==> src/rtl/regfile_wb_arbiter_pkg.sv <==
// Shared types and constants for the register-file writeback arbiter.
// Optional feature macro: RF_R0_ZERO_EN (hardwired-zero r0).
package rf_pkg;

  localparam int unsigned DATA_W   = 32;
  localparam int unsigned ADDR_W   = 5;
  localparam int unsigned NUM_REGS = 32;

  typedef enum logic {
    SRC_ALU = 1'b0,
    SRC_MEM = 1'b1
  } wb_src_t;

  typedef struct packed {
    logic              valid;
    logic [ADDR_W-1:0] rd;
    logic [DATA_W-1:0] data;
  } wb_req_t;

  // Decode a register index into a pending-vector bit.
  function automatic logic [NUM_REGS-1:0] onehot(input logic [ADDR_W-1:0] idx);
    logic [NUM_REGS-1:0] v;
    v      = '0;
    v[idx] = 1'b1;
    return v;
  endfunction

endpackage

==> src/rtl/regfile_wb_arbiter_if.sv <==
// Requester-side handshake bundle for the writeback arbiter.
// master = the two writeback stages, slave = the arbiter.
interface regfile_wb_arbiter_if;
  import rf_pkg::*;

  logic              alu_valid;
  logic [ADDR_W-1:0] alu_rd;
  logic [DATA_W-1:0] alu_data;
  logic              alu_ready;
  logic              mem_valid;
  logic [ADDR_W-1:0] mem_rd;
  logic [DATA_W-1:0] mem_data;
  logic              mem_ready;

  modport master (
    output alu_valid, alu_rd, alu_data,
    output mem_valid, mem_rd, mem_data,
    input  alu_ready, mem_ready
  );

  modport slave (
    input  alu_valid, alu_rd, alu_data,
    input  mem_valid, mem_rd, mem_data,
    output alu_ready, mem_ready
  );

endinterface

==> src/rtl/regfile_wb_arbiter_prio_arb.sv <==
// Fixed-priority (MEM first) grant logic with an ALU starvation counter.
// After STARVE_MAX consecutive MEM grants with the ALU waiting, the ALU wins.
module wb_prio_arb #(
  parameter int unsigned STARVE_MAX = 4
) (
  input  logic clk,
  input  logic rst,
  input  logic alu_valid,
  input  logic mem_valid,
  output logic alu_ready,
  output logic mem_ready
);

  localparam logic [3:0] STARVE_LIM = 4'(STARVE_MAX);

  logic [3:0] starve_cnt;
  logic       alu_starved;

  // Grant selection; readys are forced low while reset is asserted.
  always_comb begin
    alu_starved = (starve_cnt == STARVE_LIM);
    mem_ready   = 1'b0;
    alu_ready   = 1'b0;
    if (!rst) begin
      mem_ready = mem_valid && !(alu_valid && alu_starved);
      alu_ready = alu_valid && !mem_ready;
    end
  end

  // Count MEM grants that overtook a waiting ALU request, saturating at the limit.
  always_ff @(posedge clk or posedge rst) begin
    if (rst) begin
      starve_cnt <= '0;
    end else if (!alu_valid || alu_ready) begin
      starve_cnt <= '0;
    end else if (mem_ready && !alu_starved) begin
      starve_cnt <= starve_cnt + 4'd1;
    end
  end

endmodule

==> src/rtl/regfile_wb_arbiter.sv <==
// Register-file write-port arbiter: two writeback requesters share one
// registered write port; exports a pending-write vector for hazard checks.
// Optional feature macro: RF_R0_ZERO_EN (r0 hardwired to zero).
module regfile_wb_arbiter
  import rf_pkg::*;
#(
  parameter int unsigned STARVE_MAX = 4
) (
  input  logic                clk,
  input  logic                rst,
  regfile_wb_arbiter_if.slave wb,
  output logic                reg_write,
  output logic [ADDR_W-1:0]   rd,
  output logic [DATA_W-1:0]   write_data,
  output logic                grant_src,
  output logic [NUM_REGS-1:0] pending
);

  wb_req_t alu_req;
  wb_req_t mem_req;
  wb_req_t sel_req;
  logic    take;
  logic    alu_ready;
  logic    mem_ready;
  wb_src_t src_q;

  wb_prio_arb #(
    .STARVE_MAX (STARVE_MAX)
  ) u_arb (
    .clk       (clk),
    .rst       (rst),
    .alu_valid (wb.alu_valid),
    .mem_valid (wb.mem_valid),
    .alu_ready (alu_ready),
    .mem_ready (mem_ready)
  );

  assign wb.alu_ready = alu_ready;
  assign wb.mem_ready = mem_ready;

  // Bundle requests and pick the granted one.
  always_comb begin
    alu_req = '{valid: wb.alu_valid, rd: wb.alu_rd, data: wb.alu_data};
    mem_req = '{valid: wb.mem_valid, rd: wb.mem_rd, data: wb.mem_data};
    sel_req = mem_ready ? mem_req : alu_req;
    take    = (alu_ready && alu_req.valid) || (mem_ready && mem_req.valid);
  end

  // Registered write port; address/data/source hold when nothing is granted.
  always_ff @(posedge clk or posedge rst) begin
    if (rst) begin
      reg_write  <= 1'b0;
      rd         <= '0;
      write_data <= '0;
      src_q      <= SRC_ALU;
    end else if (take) begin
`ifdef RF_R0_ZERO_EN
      reg_write  <= (sel_req.rd != '0);
`else
      reg_write  <= 1'b1;
`endif
      rd         <= sel_req.rd;
      write_data <= sel_req.data;
      src_q      <= mem_ready ? SRC_MEM : SRC_ALU;
    end else begin
      reg_write  <= 1'b0;
    end
  end

  assign grant_src = src_q;

  // Pending-write decode over live requests and the write on the port.
  always_comb begin
    pending = '0;
    if (wb.alu_valid) pending = pending | onehot(wb.alu_rd);
    if (wb.mem_valid) pending = pending | onehot(wb.mem_rd);
    if (reg_write)    pending = pending | onehot(rd);
`ifdef RF_R0_ZERO_EN
    pending[0] = 1'b0;
`endif
  end

endmodule

==> src/flat_wrapper.sv <==
// flat-port wrapper written by rule: the top's interface ports become plain ports
module regfile_wb_arbiter_flat import rf_pkg::*;
#(
  parameter int unsigned STARVE_MAX = 4
)
  (clk, rst, reg_write, rd, write_data, grant_src, pending, wb_alu_valid, wb_alu_rd, wb_alu_data, wb_mem_valid, wb_mem_rd, wb_mem_data, wb_alu_ready, wb_mem_ready);
  regfile_wb_arbiter_if wb_i ();
  input  logic clk;
  input  logic rst;
  output logic reg_write;
  output logic [ADDR_W-1:0] rd;
  output logic [DATA_W-1:0] write_data;
  output logic grant_src;
  output logic [NUM_REGS-1:0] pending;
  input wire logic [$bits(wb_i.alu_valid)-1:0] wb_alu_valid;
  input wire logic [$bits(wb_i.alu_rd)-1:0] wb_alu_rd;
  input wire logic [$bits(wb_i.alu_data)-1:0] wb_alu_data;
  input wire logic [$bits(wb_i.mem_valid)-1:0] wb_mem_valid;
  input wire logic [$bits(wb_i.mem_rd)-1:0] wb_mem_rd;
  input wire logic [$bits(wb_i.mem_data)-1:0] wb_mem_data;
  output wire logic [$bits(wb_i.alu_ready)-1:0] wb_alu_ready;
  output wire logic [$bits(wb_i.mem_ready)-1:0] wb_mem_ready;
  assign wb_i.alu_valid = wb_alu_valid;
  assign wb_i.alu_rd = wb_alu_rd;
  assign wb_i.alu_data = wb_alu_data;
  assign wb_i.mem_valid = wb_mem_valid;
  assign wb_i.mem_rd = wb_mem_rd;
  assign wb_i.mem_data = wb_mem_data;
  assign wb_alu_ready = wb_i.alu_ready;
  assign wb_mem_ready = wb_i.mem_ready;
  regfile_wb_arbiter #(.STARVE_MAX(STARVE_MAX)) u_core (.clk(clk), .rst(rst), .wb(wb_i), .reg_write(reg_write), .rd(rd), .write_data(write_data), .grant_src(grant_src), .pending(pending));
endmodule
==> config.mk <==
export PLATFORM = sky130hd
export DESIGN_NAME = regfile_wb_arbiter_flat
export DESIGN_NICKNAME = d
export VERILOG_FILES = /design/src/rtl/regfile_wb_arbiter_pkg.sv /design/src/rtl/regfile_wb_arbiter_if.sv /design/src/rtl/regfile_wb_arbiter_prio_arb.sv /design/src/rtl/regfile_wb_arbiter.sv /design/src/flat_wrapper.sv
export SDC_FILE = /design/constraint.sdc
export NUM_CORES = 1
export LEC_CHECK = 0
export ABC_AREA = 0
export ABC_CLOCK_PERIOD_IN_PS = 3200
export CAP_MARGIN = 15
export CORE_ASPECT_RATIO = 1.25
export CORE_MARGIN = 5
export CORE_UTILIZATION = 35
export DETAILED_ROUTE_END_ITERATION = 10
export GPL_TIMING_DRIVEN = 0
export PLACE_DENSITY = 0.76
export SYNTH_ARGS = -nofsm -noshare
export SYNTH_HDL_FRONTEND = slang
export SYNTH_SLANG_ARGS = --single-unit
==> constraint.sdc <==
create_clock -name clk -period 3.2 [get_ports clk]
set_input_delay 0.32 -clock clk [delete_from_list [all_inputs] [get_ports clk]]
set_output_delay 0.32 -clock clk [all_outputs]
set_load 0.01 [all_outputs]
# ---- After elaboration in Yosys (flattened, before gate mapping)
# Index checks and enable logic that the tools add are counted.
dict set report totals {
  ramBits 0
  out_inout_bits 73
  elab_cells 47
  mem_count 0
  rom_bits 0
  latchBits 0
  reg_bits 43
}
dict set report op_classes {
  div_mod_pow 0
  n_eq_ne 1
  muxes 16
  multipliers 0
  n_reduce_logical 16
  n_lt_le_gt_ge 6
  n_bitwise 2
  shift 0
  addsub 1
}
# operator n
set op_table {}
lappend op_table {{two-way mux 32 bit} 3}
lappend op_table {{OR 32 bit} 2}
lappend op_table {{two-way mux 37 bit} 1}
lappend op_table {{less-than comparator 5 x 6 -> 1 bit, second input constant} 3}
lappend op_table {{demux 1 bit (select 5 bit)} 3}
lappend op_table {{>= comparator 5 x 1 -> 1 bit, second input constant} 3}
lappend op_table {{logical AND 1 bit} 9}
lappend op_table {{two-way mux 4 bit} 2}
lappend op_table {{two-way mux 1 bit} 7}
lappend op_table {{adder 4 x 1 -> 4 bit, second input constant} 1}
lappend op_table {{equality test 4 x 3 -> 1 bit, second input constant} 1}
lappend op_table {{logical NOT 1 bit} 4}
lappend op_table {{logical OR 1 bit} 2}
lappend op_table {{nonzero test 2 bit} 1}

# ---- Depth between registers and ports, before layout
dict set report depth {
  word_depth 10
  mapped_depth 7
  mapped_depth_nobuf 5
}

# ---- Modules after synthesis
# A second synthesis with hierarchy kept.
dict set report hier_totals {
  hier_cells 334
  area_unflattened_um2 2890.3
}
# module instances cells_each area_each_um2
set by_module_without_submodules {}
lappend by_module_without_submodules {regfile_wb_arbiter 1 307 2610.0}
lappend by_module_without_submodules {wb_prio_arb 1 27 280.3}

# ---- Worst setup path after synthesis
# OpenSTA, ideal clock, no wires.
dict set report synth_path {
  kind {input port to output port}
  startpoint {input port rst}
  endpoint {output port wb_mem_ready}
  slack_ns 1.137
  cell_stages 3
  n_path_buf 1
  t_arrival_ns 1.743
  path_cell_list {inv_1 o211a_4 buf_6}
}
dict set report synth_between {
  elab_chain_len 1
}
# item line_no
set synth_lines {}
lappend synth_lines {{start, declared} flat_wrapper.sv:9} ;# input logic rst;
lappend synth_lines {{two-way mux 1 bit} regfile_wb_arbiter_prio_arb.sv:24} ;# if (!rst) begin
lappend synth_lines {{end, declared} flat_wrapper.sv:22} ;# output wire logic [$bits(wb_i.mem_ready)-1:0] wb_mem_ready;
# No other way between the ends.

# ---- Final worst setup path
dict set report layout_path {
  startpoint {register u_core.rd[1]}
  endpoint {output port pending[24]}
}
dict set report layout_between {
  elab_chain_len 6
}
# item line_no
set layout_lines {}
lappend layout_lines {{start, declared} regfile_wb_arbiter.sv:13} ;# output logic [ADDR_W-1:0] rd,
lappend layout_lines {{start signal, assigned} regfile_wb_arbiter.sv:62} ;# rd <= sel_req.rd;
lappend layout_lines {{less-than comparator 5 x 6 -> 1 bit (implied by the code) or >= comparator 5 x 1 -> 1 bit (tied branches)} regfile_wb_arbiter_pkg.sv:24} ;# v[idx] = 1'b1;
lappend layout_lines {{logical AND 1 bit (implied by the code)} regfile_wb_arbiter_pkg.sv:24}
lappend layout_lines {{two-way mux 1 bit (implied by the code)} regfile_wb_arbiter_pkg.sv:24}
lappend layout_lines {{demux 1 bit (select 5 bit) *} -}
lappend layout_lines {{OR 32 bit *} regfile_wb_arbiter.sv:77} ;# if (reg_write) pending = pending | onehot(rd);
lappend layout_lines {{two-way mux 32 bit *} regfile_wb_arbiter.sv:77}
lappend layout_lines {{end, declared} flat_wrapper.sv:14} ;# output logic [NUM_REGS-1:0] pending;
# Mark *: on every way between the ends. The rest lies on a longest branch, timed or not.

==> out/results.txt <==
Result of the run: completed
Final layout net count: 535
Switching share of total power: 30.2%
Clock Sinks: 43
Sequential power share: 42.5%
GR Util met1: 25.4%
Primary flip-flop cell chosen by synthesis mapping: sky130_fd_sc_hd__dfrtp_1
Area of the die: 9770 um2
CTS tree: built
Via density per instance: 5.64
CP max stage delay: 0.98 ns
Hold Slack: 0.406 ns
Number of hold violations in the final report: 0
HPWL after detailed placement: 7700 um
Site row count: 36
Maximum root-to-sink buffer count: 2
Instance count of the mapped netlist: 298
Setup repair bufs after CTS: 0
Average size of a mapped cell: 9.26 um2
Cell depth of the worst min-delay path: 3
Busiest layer in global routing: met2
Reported leakage power: 1.95 nW
Final period demand of the worst path: 2.86 ns
Number of enable-type register cells in the synthesized netlist: 0
Number of design rule violations left after detail routing: 0
End point of the worst hold path: u_core.u_arb.starve_cnt[3]$_DFFE_PP0P_
Most common cell after layout, fill and taps aside: sky130_fd_sc_hd__clkdlybuf4s50_1
HP Start: wb_mem_valid
Number of diodes: 0
Launching element type of the critical path: register
Antenna-violating nets left: 0
Startpoint of the most critical register-to-register path: u_core.u_arb.starve_cnt[0]$_DFFE_PP0P_
Post-route design area: 4470 um2
CP max stage cell: sky130_fd_sc_hd__nor3b_1
Number of pins with negative max-slew slack in the final report: 0
Power per standard cell area: 345 nW/um2
Maximum ir drop on the vdd rail: 0.241 mV
Clock Latency Late Sink: 0.29 ns
Type of the setup path with the least slack: register to output port
Average wire per cell in the routed design: 18.5 um
Final worst path period share: 89.3%
Top library cells by usage in the layout, fill and taps aside: 149 x sky130_fd_sc_hd__clkdlybuf4s50_1, 61 x sky130_fd_sc_hd__nand2_1, 43 x sky130_fd_sc_hd__dfrtp_1, 37 x sky130_fd_sc_hd__and2_1, 37 x sky130_fd_sc_hd__a221o_1
Worst min-delay path category: input port to register
Number of gates resized after cts: 0
Reported net switching power: 0.000466 W
Data arrival time of the critical path: 2.54 ns
Cell chosen for the clock root: sky130_fd_sc_hd__clkbuf_8
Internal Dissipation: 0.00108 W
I/O pin count: 151
Required time of the critical path: 2.88 ns
Instance area after placement: 4390 um2
Maximum operating frequency: 350 MHz
Clock share of power: 22.0%
Final RePlAce weighted congestion: 0.918
Initial antenna violation count: 0
Vias after detailed routing: 3107
Die H: 109 um
Initial standard-cell utilization of the core: 35.6%
Clock slew at reported path FFs: 0.08 ns
Post-synthesis cell type count: 33
Kind of cell with the highest combined delay on the critical path: simple AND/OR/NAND/NOR gates
Setup total negative slack: 0 ns
Total of buffers placed on input and output ports: 149
Worst Reg-to-Reg Cells: 7
Met3 routing resource usage after global routing: 4.16%
RSZ-0062 raised after global routing: false
CTS H-tree depth: 2
Final instance count without filler cells: 551
Worst path cell trace: nor3b_1 > a22oi_1 > nand2_1 > clkdlybuf4s50_1
Maximum fanout count along the critical path: 8
Kind of end point of the critical path: output port
Area growth, synth to finish: 62.1%
Number of cells after detailed placement: 543
Post-Place Worst Slack: 0.400 ns
Number of register bits inferred by synthesis: 43
Proportion of power drawn by combinational gates: 35.6%
Max-cap violations: 0
Remaining Overflow, GRT: 0
Number of clock buffers inserted by TritonCTS: 5
Initial drt markers: 153
TritonRoute pass-1 iters: 5
CTS Hold Bufs: 0
Maximum number of pins on one net before global-route repair: 29
Worst setup slack after layout: 0.342 ns
Terminus of the critical flop-to-flop path: u_core.rd[0]$_DFFE_PP0P_
R2R setup slack: 1.36 ns
YS warnings: 0
Core area: 7750 um2
Portion of the post-synthesis area used by sequential elements: 39.0%
GRT Total Usage: 20.1%
Number of global-route vias before repair: 3116
Remaining max-slew budget at the tightest pin: 20.6%
Mapped Area: 2760 um2
Met2 track demand over resource in global routing: 34.0%
Worst clock skew: 0.00375 ns
Post-synth net total: 378
Worst path bufs/invs: 1
Async S/R FF share, synth: 100%
Drt total wl: 10200 um
Layout cell share with drive strength beyond 1: 5.70%
Transition time of the tightest slew-check pin: 1.19 ns
Setup-failing EPs final: 0
Global-route wire length before repair: 15500 um
Die Wd: 89.4 um
cell usage after synthesis, types with 4 or more instances:
| master | number | area, um2 |
|---|---|---|
| sky130_fd_sc_hd__dfrtp_1 | 43 | 1080 |
| sky130_fd_sc_hd__inv_1 | 8 | 30.0 |
| sky130_fd_sc_hd__nor3b_1 | 10 | 75.1 |
| sky130_fd_sc_hd__buf_2 | 6 | 30.0 |
| sky130_fd_sc_hd__and3b_1 | 15 | 131 |
| sky130_fd_sc_hd__nor3_1 | 4 | 20.0 |
| sky130_fd_sc_hd__nand2_1 | 61 | 229 |
| sky130_fd_sc_hd__a22oi_1 | 30 | 225 |
| sky130_fd_sc_hd__clkbuf_1 | 11 | 41.3 |
| sky130_fd_sc_hd__a221o_1 | 37 | 370 |
| sky130_fd_sc_hd__and2_1 | 37 | 231 |
| sky130_fd_sc_hd__buf_6 | 4 | 45.0 |
| sky130_fd_sc_hd__and3_1 | 7 | 43.8 |
cells by family (layout without fill, tap and decap cells):
kind of cell / after synthesis / after routing / share of synthesized area [%]
and+or+nand+nor: 143 / 143 / 29.0
AOI/OAI and AO/OA: 78 / 78 / 25.0
DFF: 43 / 43 / 39.0
buffers and inverters: 31 / 189 / 5.71
adders and majority gates: 2 / 2 / 0.907
xor gates and xnor gates: 1 / 1 / 0.318
how the worst max path moves through the flow:
stage | from | to | slack [ns] | depth (start not counted)
6_report | u_core.rd[1]$_DFFE_PP0P_ | pending[24] | 0.34 | 4
5_1_grt | u_core.rd[1]$_DFFE_PP0P_ | pending[20] | 0.22 | 4
4_1_cts | u_core.rd[1]$_DFFE_PP0P_ | pending[24] | 0.39 | 4
3_5_place_dp | rst | wb_mem_ready | 0.40 | 6
3_3_place_gp | rst | wb_mem_ready | -0.44 | 5
2_1_floorplan | rst | wb_mem_ready | 1.14 | 3
routing by layer:
metal  part of all wire [%]  wire, um
met2                     49      5020
met3                     10      1030
met1                     39      3920
met4                    2.1       210
met5                      0         0
through the flow:
step / utilization, % / power (W)
2_1_floorplan: - / 0.000881
3_3_place_gp: 56.4 / 0.00120
3_5_place_dp: 56.7 / 0.00121
4_1_cts: 57.7 / 0.00156
5_1_grt: 57.7 / 0.00162
6_report: 57.7 / 0.00154
power groups by stage:
stage	registers [W]	clock network, W	logic, W
CTS	0.000655	0.000352	0.000552
floorplan	0.000685	0	0.000196
global route	0.000666	0.000366	0.000587
global placement	0.000662	0	0.000538
detailed placement	0.000664	0	0.000550
finish	0.000656	0.000339	0.000549
tightest hold or removal path: stages:
cell,delay [ns]
sky130_fd_sc_hd__buf_2,0.16
sky130_fd_sc_hd__nand4_1,0.08
sky130_fd_sc_hd__a31oi_1,0.09
flip-flops by register name, summed over array words and instances, names as in the netlist:
register,flops
u_core.write_data,32
u_core.rd,5
u_core.u_arb.starve_cnt,4
u_core.grant_src,1
u_core.reg_write,1
area by class of cell:
cell class                 instances  area (um2)
timing repair buffer             150        1510
inverter                           8        30.0
clock buffer                       5        68.8
tap                               95         119
clock inverter                     3        15.0
fill                             713        3270
buffer                            23         128
multi-input combinational        224        1530
sequential                        43        1080
No activity file was read; power rests on OpenSTA's default activity.
==> edit: new RTL, config.mk and constraints unchanged <==
`DATA_W`: 32 -> 64.
--- a/src/rtl/regfile_wb_arbiter_pkg.sv
+++ b/src/rtl/regfile_wb_arbiter_pkg.sv
@@ -2,7 +2,7 @@
 // Optional feature macro: RF_R0_ZERO_EN (hardwired-zero r0).
 package rf_pkg;
 
-  localparam int unsigned DATA_W   = 32;
+  localparam int unsigned DATA_W   = 64;
   localparam int unsigned ADDR_W   = 5;
   localparam int unsigned NUM_REGS = 32;
 
Ports: changed (resized wb_alu_data, wb_mem_data and write_data); port bits go from 151 to 247. The function was not compared with the original's and may differ.
==> edit against the original RTL <==
- register-to-register slack improved by 0.04 ns
- final area rose by 60%
- power rose by 99%
- count of clock-buffer cells in the layout rose by 5
- synthesized area rose by 51%
- setup slack got worse by 0.089 ns
- routed wire length rose by 64%
- sequential cell count rose by 32
- largest cell class unchanged
==> edit: results (changes against the original RTL) <==
metric,value,unit,change
outcome,completed,,
routed wl met2,8.27,mm,+65%
Hold WS,0.513,ns,+0.107 ns
Hold Path Origin,u_core.grant_src$_DFFE_PP0P_,,
Worst path top cell family by delay,buffers and inverters,,
clock slew at reported path FFs,0.06,ns,-0.02 ns
Non-clk bufs,281,,+62%
H-tree levels,3,,+1
CTS buffer count,9,,+4
M1 GR Usage,0.271,,+0.0169
metal3 WL,1.49,mm,+45%
Clock Skews,0.00718,ns,+0.00343 ns
Routability Congestion,0.910,,-0.84%
ranking of synthesized cells by area,"dfrtp_1 45%, a221o_1 17%, and2_1 10%, nand2_1 5.5%, a22oi_1 5.4%",,
FF+latch area,0.00188,mm2,+74%
final sequential cell count,75,,+74%
root buf cell,clkbuf_16,,
Hold Path Stages,1,,-2
worst skew pair latency,0.33,ns,+0.04 ns
Total GRT Usage,0.228,,+0.0275
Flop+latch power,0.00115,W,+75%
largest net degree at the start of global routing,47,,+62%
Sw Ratio,0.274,,-0.0278
first-pass GRT wire length,25.6,mm,+65%
syn_nets,549,,+45%
DRT Wirelength,16.7,mm,+64%
M1 WL,6.42,mm,+64%
"slowest stage delay, CP",0.59,ns,-0.39 ns
commonest cells in the netlist,"75 x dfrtp_1, 69 x a221o_1, 69 x and2_1, 61 x nand2_1, 30 x a22oi_1",,
reg-to-reg endpoint,u_core.write_data[12]$_DFFE_PP0P_,,
==> edit: cell count changes after synthesis, sizes merged, moves of 2 or more <==
cell    unedited run  this run
a221o             37        69
and2              37        69
dfrtp             43        75
buf               12        18
clkbuf            11        15
a21oi              1         3
nand3              3         5
==> edit: worst max-delay path by stage <==
stage / start / slack [ns] / depth (start not counted) / end
floorplan: rst / 0.36 / 4 / wb_mem_ready
global placement: rst / -1.55 / 6 / wb_mem_ready
detailed placement: rst / 0.14 / 7 / wb_mem_ready
CTS: rst / 0.14 / 7 / wb_mem_ready
global route: rst / 0.07 / 7 / wb_mem_ready
finish: rst / 0.25 / 7 / wb_mem_ready
==> edit: logic make-up (layout without fill, tap and decap cells) <==
group / count (synthesis) / after routing / share of synthesized area
adders and majority gates: 2 / 2 / 0.00601
DFF: 75 / 75 / 0.451
and+or+nand+nor: 177 / 177 / 0.248
AOI/OAI and AO/OA: 110 / 110 / 0.241
buffers and inverters: 41 / 305 / 0.0541
